<file path="config.mk">
export PLATFORM = sky130hd
export DESIGN_NAME = mux_sel_ctrl
export DESIGN_NICKNAME = d
export VERILOG_FILES = /design/src/rtl/mux_sel_ctrl.sv
export SDC_FILE = /design/constraint.sdc
export NUM_CORES = 1
export LEC_CHECK = 0
export CORE_MARGIN = 10
export CORE_UTILIZATION = 40
export CTS_BUF_LIST = sky130_fd_sc_hd__clkbuf_2 sky130_fd_sc_hd__clkbuf_4 sky130_fd_sc_hd__clkbuf_8
export DETAILED_ROUTE_END_ITERATION = 8
export GPL_ROUTABILITY_DRIVEN = 0
export PLACE_DENSITY = 0.58
export SLEW_MARGIN = 20
export SYNTH_ARGS = -nofsm -noshare
export SYNTH_HDL_FRONTEND = slang
export SYNTH_SLANG_ARGS = --single-unit
</file>
<file path="constraint.sdc">
create_clock -name clk -period 4.2 [get_ports clk]
set_input_delay 0.63 -clock clk [delete_from_list [all_inputs] [get_ports clk]]
set_output_delay 0.63 -clock clk [all_outputs]
set_load 0.02 [all_outputs]
</file>
<file path="src/rtl/mux_sel_ctrl.sv">
// rtl/mux_sel_ctrl.sv - debounced push-button select toggle for the 2:1 mux stage
// Optional free-running scan toggle enabled by defining MUX_AUTO_SCAN_EN.
module mux_sel_ctrl #(
  parameter int DEBOUNCE_CYCLES = 1000000,
  parameter int CNT_W           = 20,
  parameter int SCAN_CYCLES     = 50000000,
  parameter int SCAN_W          = 26
) (
  input  logic clk,
  input  logic rst_n,
  input  logic btn_n,
  input  logic en,
`ifdef MUX_AUTO_SCAN_EN
  input  logic auto_scan,
`endif
  output logic sel,
  output logic sel_valid,
  output logic btn_db
);

  typedef enum logic [1:0] {IDLE, ARM_P, HELD, ARM_R} state_t;

  state_t           state_q, state_d;
  logic             sync1_q;
  logic             btn_s_q;
  logic             btn_db_q, btn_db_d;
  logic [CNT_W-1:0] cnt_q, cnt_d;
  logic             press_q, press_d;
  logic             sel_q, sel_d;
  logic             sel_valid_q, sel_valid_d;
  logic             done;
  logic             expire;
  logic             toggle;
`ifdef MUX_AUTO_SCAN_EN
  logic [SCAN_W-1:0] scan_q, scan_d;
`endif

  assign done = (btn_s_q != btn_db_q) && (cnt_q == CNT_W'(DEBOUNCE_CYCLES - 1));

  always_comb begin
    cnt_d    = cnt_q;
    btn_db_d = btn_db_q;
    if (btn_s_q == btn_db_q) begin
      cnt_d = '0;
    end else if (done) begin
      cnt_d    = '0;
      btn_db_d = btn_s_q;
    end else begin
      cnt_d = cnt_q + CNT_W'(1);
    end
  end

  // The FSM only qualifies the counter's done as a press; releases never toggle.
  always_comb begin
    state_d = state_q;
    press_d = 1'b0;
    case (state_q)
      IDLE:  if (!btn_s_q) state_d = ARM_P;
      ARM_P: begin
        if (btn_s_q) begin
          state_d = IDLE;
        end else if (done) begin
          state_d = HELD;
          press_d = en;
        end
      end
      HELD:  if (btn_s_q) state_d = ARM_R;
      ARM_R: begin
        if (!btn_s_q)  state_d = HELD;
        else if (done) state_d = IDLE;
      end
      default: state_d = IDLE;
    endcase
  end

  always_comb begin
    expire = 1'b0;
`ifdef MUX_AUTO_SCAN_EN
    scan_d = '0;
    // A press restarts the scan period and wins over a simultaneous expiry.
    if (auto_scan && en && !press_q) begin
      if (scan_q == SCAN_W'(SCAN_CYCLES - 1)) begin
        expire = 1'b1;
      end else begin
        scan_d = scan_q + SCAN_W'(1);
      end
    end
`endif
    toggle      = press_q | expire;
    sel_d       = sel_q ^ toggle;
    sel_valid_d = toggle;
  end

  always_ff @(posedge clk or negedge rst_n) begin
    if (!rst_n) begin
      sync1_q     <= 1'b1;
      btn_s_q     <= 1'b1;
      btn_db_q    <= 1'b1;
      cnt_q       <= '0;
      state_q     <= IDLE;
      press_q     <= 1'b0;
      sel_q       <= 1'b0;
      sel_valid_q <= 1'b0;
`ifdef MUX_AUTO_SCAN_EN
      scan_q      <= '0;
`endif
    end else begin
      sync1_q     <= btn_n;
      btn_s_q     <= sync1_q;
      btn_db_q    <= btn_db_d;
      cnt_q       <= cnt_d;
      state_q     <= state_d;
      press_q     <= press_d;
      sel_q       <= sel_d;
      sel_valid_q <= sel_valid_d;
`ifdef MUX_AUTO_SCAN_EN
      scan_q      <= scan_d;
`endif
    end
  end

  assign sel       = sel_q;
  assign sel_valid = sel_valid_q;
  assign btn_db    = btn_db_q;

endmodule
</file>
* Yosys cells after proc, flatten, opt, wreduce, memory -nomap -nowiden
Cells that the tools add are included.
Operators by class: add/subtract/negate cells 1, equal/unequal tests 10, muxes and demuxes 12, bitwise gates (word level) 2, reductions and logical operators 4
Operators by type and width (count):
- 2-to-1 mux 20 bit | 2
- adder 20 x 1 -> 20 bit (second input constant) | 1
- equality test 20 bit (second input constant) | 1
- 2-to-1 mux 2 bit | 6
- one-hot mux 2 bit (4 select lines) | 1
- != test 3 bit (second input constant) | 2
- equality test 2 bit (second input constant) | 2
- != test 2 bit (second input constant) | 2
- AND reduction 4 bit | 1
- 2-to-1 mux 1 bit | 3
- equality test 2 x 1 -> 1 bit (second input constant) | 1
- zero test 2 bit | 1
- AND reduction 2 bit | 1
- equality test 1 bit | 1
- logical AND 1 bit | 1
- != test 1 bit | 1
- NOT 1 bit | 1
- bitwise XOR 1 bit | 1
Word-level totals: register bits after elaboration 28, input bits 4

* Logic depth before layout (Yosys ltp)
depth in word-level cells 5, mapped depth 7

* Worst setup path after synthesis
Ideal clock, no wire load.
kind register to register, start point register cnt_q[0], end point register cnt_q[10], setup time 119 ps, data arrival time 1796 ps, setup slack 2285 ps, cell stages (with the launch flop) 8, path buffers 2, path through dfrtp_1 ha_1 nand3_2 or4_4 buf_6 o21ai_4 buf_6 nor2_1
Between the ends: longest elaborated chain between the ends 4
Ends and longest elaborated chain:
- start: declaration | RTL line 27 | logic [CNT_W-1:0] cnt_q, cnt_d;
- start signal: assignment | RTL line 111 | cnt_q <= cnt_d;
- parallel branches: the longest is 2 deep, another holds adder 20 x 1 -> 20 bit
- 2-to-1 mux 20 bit (*) | RTL line 45 | end else if (done) begin
- 2-to-1 mux 20 bit (*) | RTL line 43 | if (btn_s_q == btn_db_q) begin
- via cnt_d[10] | RTL line 27
Mark *: on every way through the listed nets, which the timed path passes. A chain may end at the register's enable or synchronous reset.

* Worst setup path after layout
start point register btn_db_q (netlist: btn_db), end point output btn_db
RTL lines:
- start: declaration | RTL line 26 | logic btn_db_q, btn_db_d;
- start signal: assignment | RTL line 110 | btn_db_q <= btn_db_d;
- end: declaration | RTL line 18 | output logic btn_db
No word-level cell between the ends.

==> flow_summary.json <==
{
  "syn-cell-area_um2": 1340,
  "antenna_found_initial": 0,
  "wl_per_cell_um": 12.8,
  "setup_viol": 0,
  "layout_common_cells": "dfrtp_1, nor2_1, xnor2_1",
  "drive_gt1_frac": 0.110,
  "dp_hpwl_um": 1640,
  "critPathBufInv": 1,
  "critPathArrivalTime_ns": 1.55,
  "drt_iter0_markers": 104,
  "min_path_type": "in2async",
  "vias_per_cell": 5.16,
  "cts_max_level": 1,
  "die_area_um2": 6050,
  "synthDistinctLibCells": 33,
  "cp-end-kind": "primary output",
  "status": "finished clean",
  "leakage_uw": 0.000588,
  "total_power_uw": 470,
  "slowest_stage": "clkdlybuf4s50_1",
  "period_needed_ns": 2.18,
  "yosysWarnings": 0,
  "die_width_um": 77.8,
  "track_usage": 0.0798,
  "cts_sinks": 28,
  "grt_max_degree": 27,
  "synthToLayoutAreaGrowth_pct": 10.8,
  "max_freq_mhz": 459,
  "timing.slew.headroom": 0.630,
  "fillers": 298,
  "layout.nets": 142,
  "crit_family": "buffers and inverters",
  "min_period_over_period": 0.519,
  "cts_buffer_depth": 2,
  "die-height_um": 77.8,
  "tritoncts": "yes",
  "fin_cells": 180,
  "firstDrtPassIters": 4,
  "synthCells": 128,
  "synth-seq-cells": 28,
  "cp.required_ns": 3.57,
  "grt_pass1_wl_um": 4100,
  "detail-route-antenna-nets": 0,
  "final_common_cell": "dfrtp_1",
  "r2r-start": "cnt_q[0]",
  "maxSlewViolCount": 0,
  "io_pins": 7,
  "root_buffer": "clkbuf_4",
  "cts.repair.resized": 0,
  "initial_core_util": 0.427,
  "synth.area.top_cells": "dfrtp_1, xnor2_1, nor2_1",
  "rsz0062_at_grt": "false",
  "setup.worst_path.start": "btn_db",
  "cts-buffers-inserted": 3,
  "synth_top_cell_by_area": "dfrtp_1",
  "hold_viol": 0,
  "fin_skew_ns": 0.00880,
  "cp_max_fo": 6,
  "cts_setup_buffers": 0,
  "clk_latency_ns": 0.33,
  "insertedDiodeCount": 0,
  "powerDensity_nw_per_um2": 317,
  "ys_seq_area_frac": 0.527,
  "setup_tns_ns": 0,
  "worst_slew_pin_slew_ns": 0.555,
  "grt_pass1_vias": 897,
  "synth_top_area_share": 0.468,
  "portBuffers": 6,
  "place_inst": 176,
  "drt_wl_total_um": 2300,
  "synth.net_count": 133,
  "vias": 929,
  "crit_path_cell_trace": "clkdlybuf4s50_1",
  "core-area_um2": 3130,
  "syn-mean-instance-area_um2": 10.4,
  "rows": 20,
  "ctsHoldBuffers": 0,
  "drc_errors": 0,
  "cap_violations": 0,
  "clk_pin_slew_ns": 0.15,
  "grt_overflow": 0,
  "cp-start-kind": "flip-flop",
  "critPathKind": "reg2out",
  "irDropWorstVdd_mv": 0.167,
  "crit_path_max_incr_delay_ns": 0.62
}
-- report_power, final --
| part | internal, µW | switching, µW |
|---|---|---|
| Combinational | 6.19 | 11.5 |
| Sequential | 274 | 3.33 |
| Clock | 96.5 | 77.8 |
| Total | 377 | 92.6 |
-- registers in the layout (all words and copies together), names as in the netlist, named ones only --
register / cells
sync1_q: 1
press_q: 1
sel_valid: 1
sel: 1
btn_db: 1
state_q: 1
btn_s_q: 1
cnt_q: 20
-- through the flow --
| step | util | setup WS, ns | hold WS, ns | cell area, µm² |
|---|---|---|---|---|
| after global placement | 0.458 | 2.16 | 0.345 | 1430 |
| after CTS | 0.473 | 1.99 | 0.277 | 1480 |
| after detailed placement | 0.456 | 2.10 | 0.347 | 1430 |
| after floorplan | - | 2.29 | 0.334 | 1340 |
| final | 0.473 | 2.02 | 0.261 | 1480 |
| after global routing | 0.473 | 1.94 | 0.287 | 1480 |
-- cell usage after synthesis --
master / n
dfstp_2: 3
or4_4: 1
nand4_2: 1
a21oi_1: 3
nand3b_1: 1
clkbuf_1: 1
nand2b_1: 1
a2bb2oi_1: 1
inv_1: 6
nor3_1: 5
or3_1: 2
nor4b_1: 1
mux2i_1: 1
nor4_1: 4
dfrtp_1: 25
nand2_1: 5
and3_1: 3
nand3_2: 1
nand4_1: 4
o21ai_4: 1
o211ai_1: 1
nor2_1: 22
or4_1: 1
o41ai_1: 3
mux2_2: 1
nand3_1: 6
o31ai_1: 2
xor2_1: 3
o21ai_0: 2
xnor2_1: 13
or3b_2: 1
buf_6: 2
ha_1: 1
-- area by class of cell --
class,count,area [µm²],share of cell area
flip-flops and latches,28,704,0.476
multi-input cells,91,583,0.394
repair buffers,7,62.6,0.0423
well taps,44,55.1,0.0372
clock inverters,1,30.0,0.0203
clock buffers,3,22.5,0.0152
inverters,6,22.5,0.0152
-- worst paths after layout --
path                        endpoint  slack (ns)  cells past startpoint
setup / recovery              btn_db        2.02                      1
hold / removal             sel_valid        0.26                      1
setup reg to reg            cnt_q[3]        2.10                      5
hold reg to reg              btn_s_q        0.37                      0
max in group asynchronous   cnt_q[8]        3.47                      2
min in group clk             btn_s_q        0.37                      0
-- cells by family after synthesis --
group	after synthesis	synth area share
AO/OA/AOI/OAI	13	0.0740
XOR/XNOR	16	0.105
adder cells (fa/ha/maj)	1	0.00936
buffers and inverters	9	0.0365
flip-flops	28	0.527
multiplexers	2	0.0159
AND/OR/NAND/NOR	59	0.232
-- per-layer routing --
metal	GRT usage	vias to the layer above	routed length [µm]
met5	0	-	0
met4	0.0219	0	13
met3	0.0311	2	128
met2	0.121	16	1050
met1	0.103	442	1110
li1	-	469	-
(Power assumes the default switching activity.)
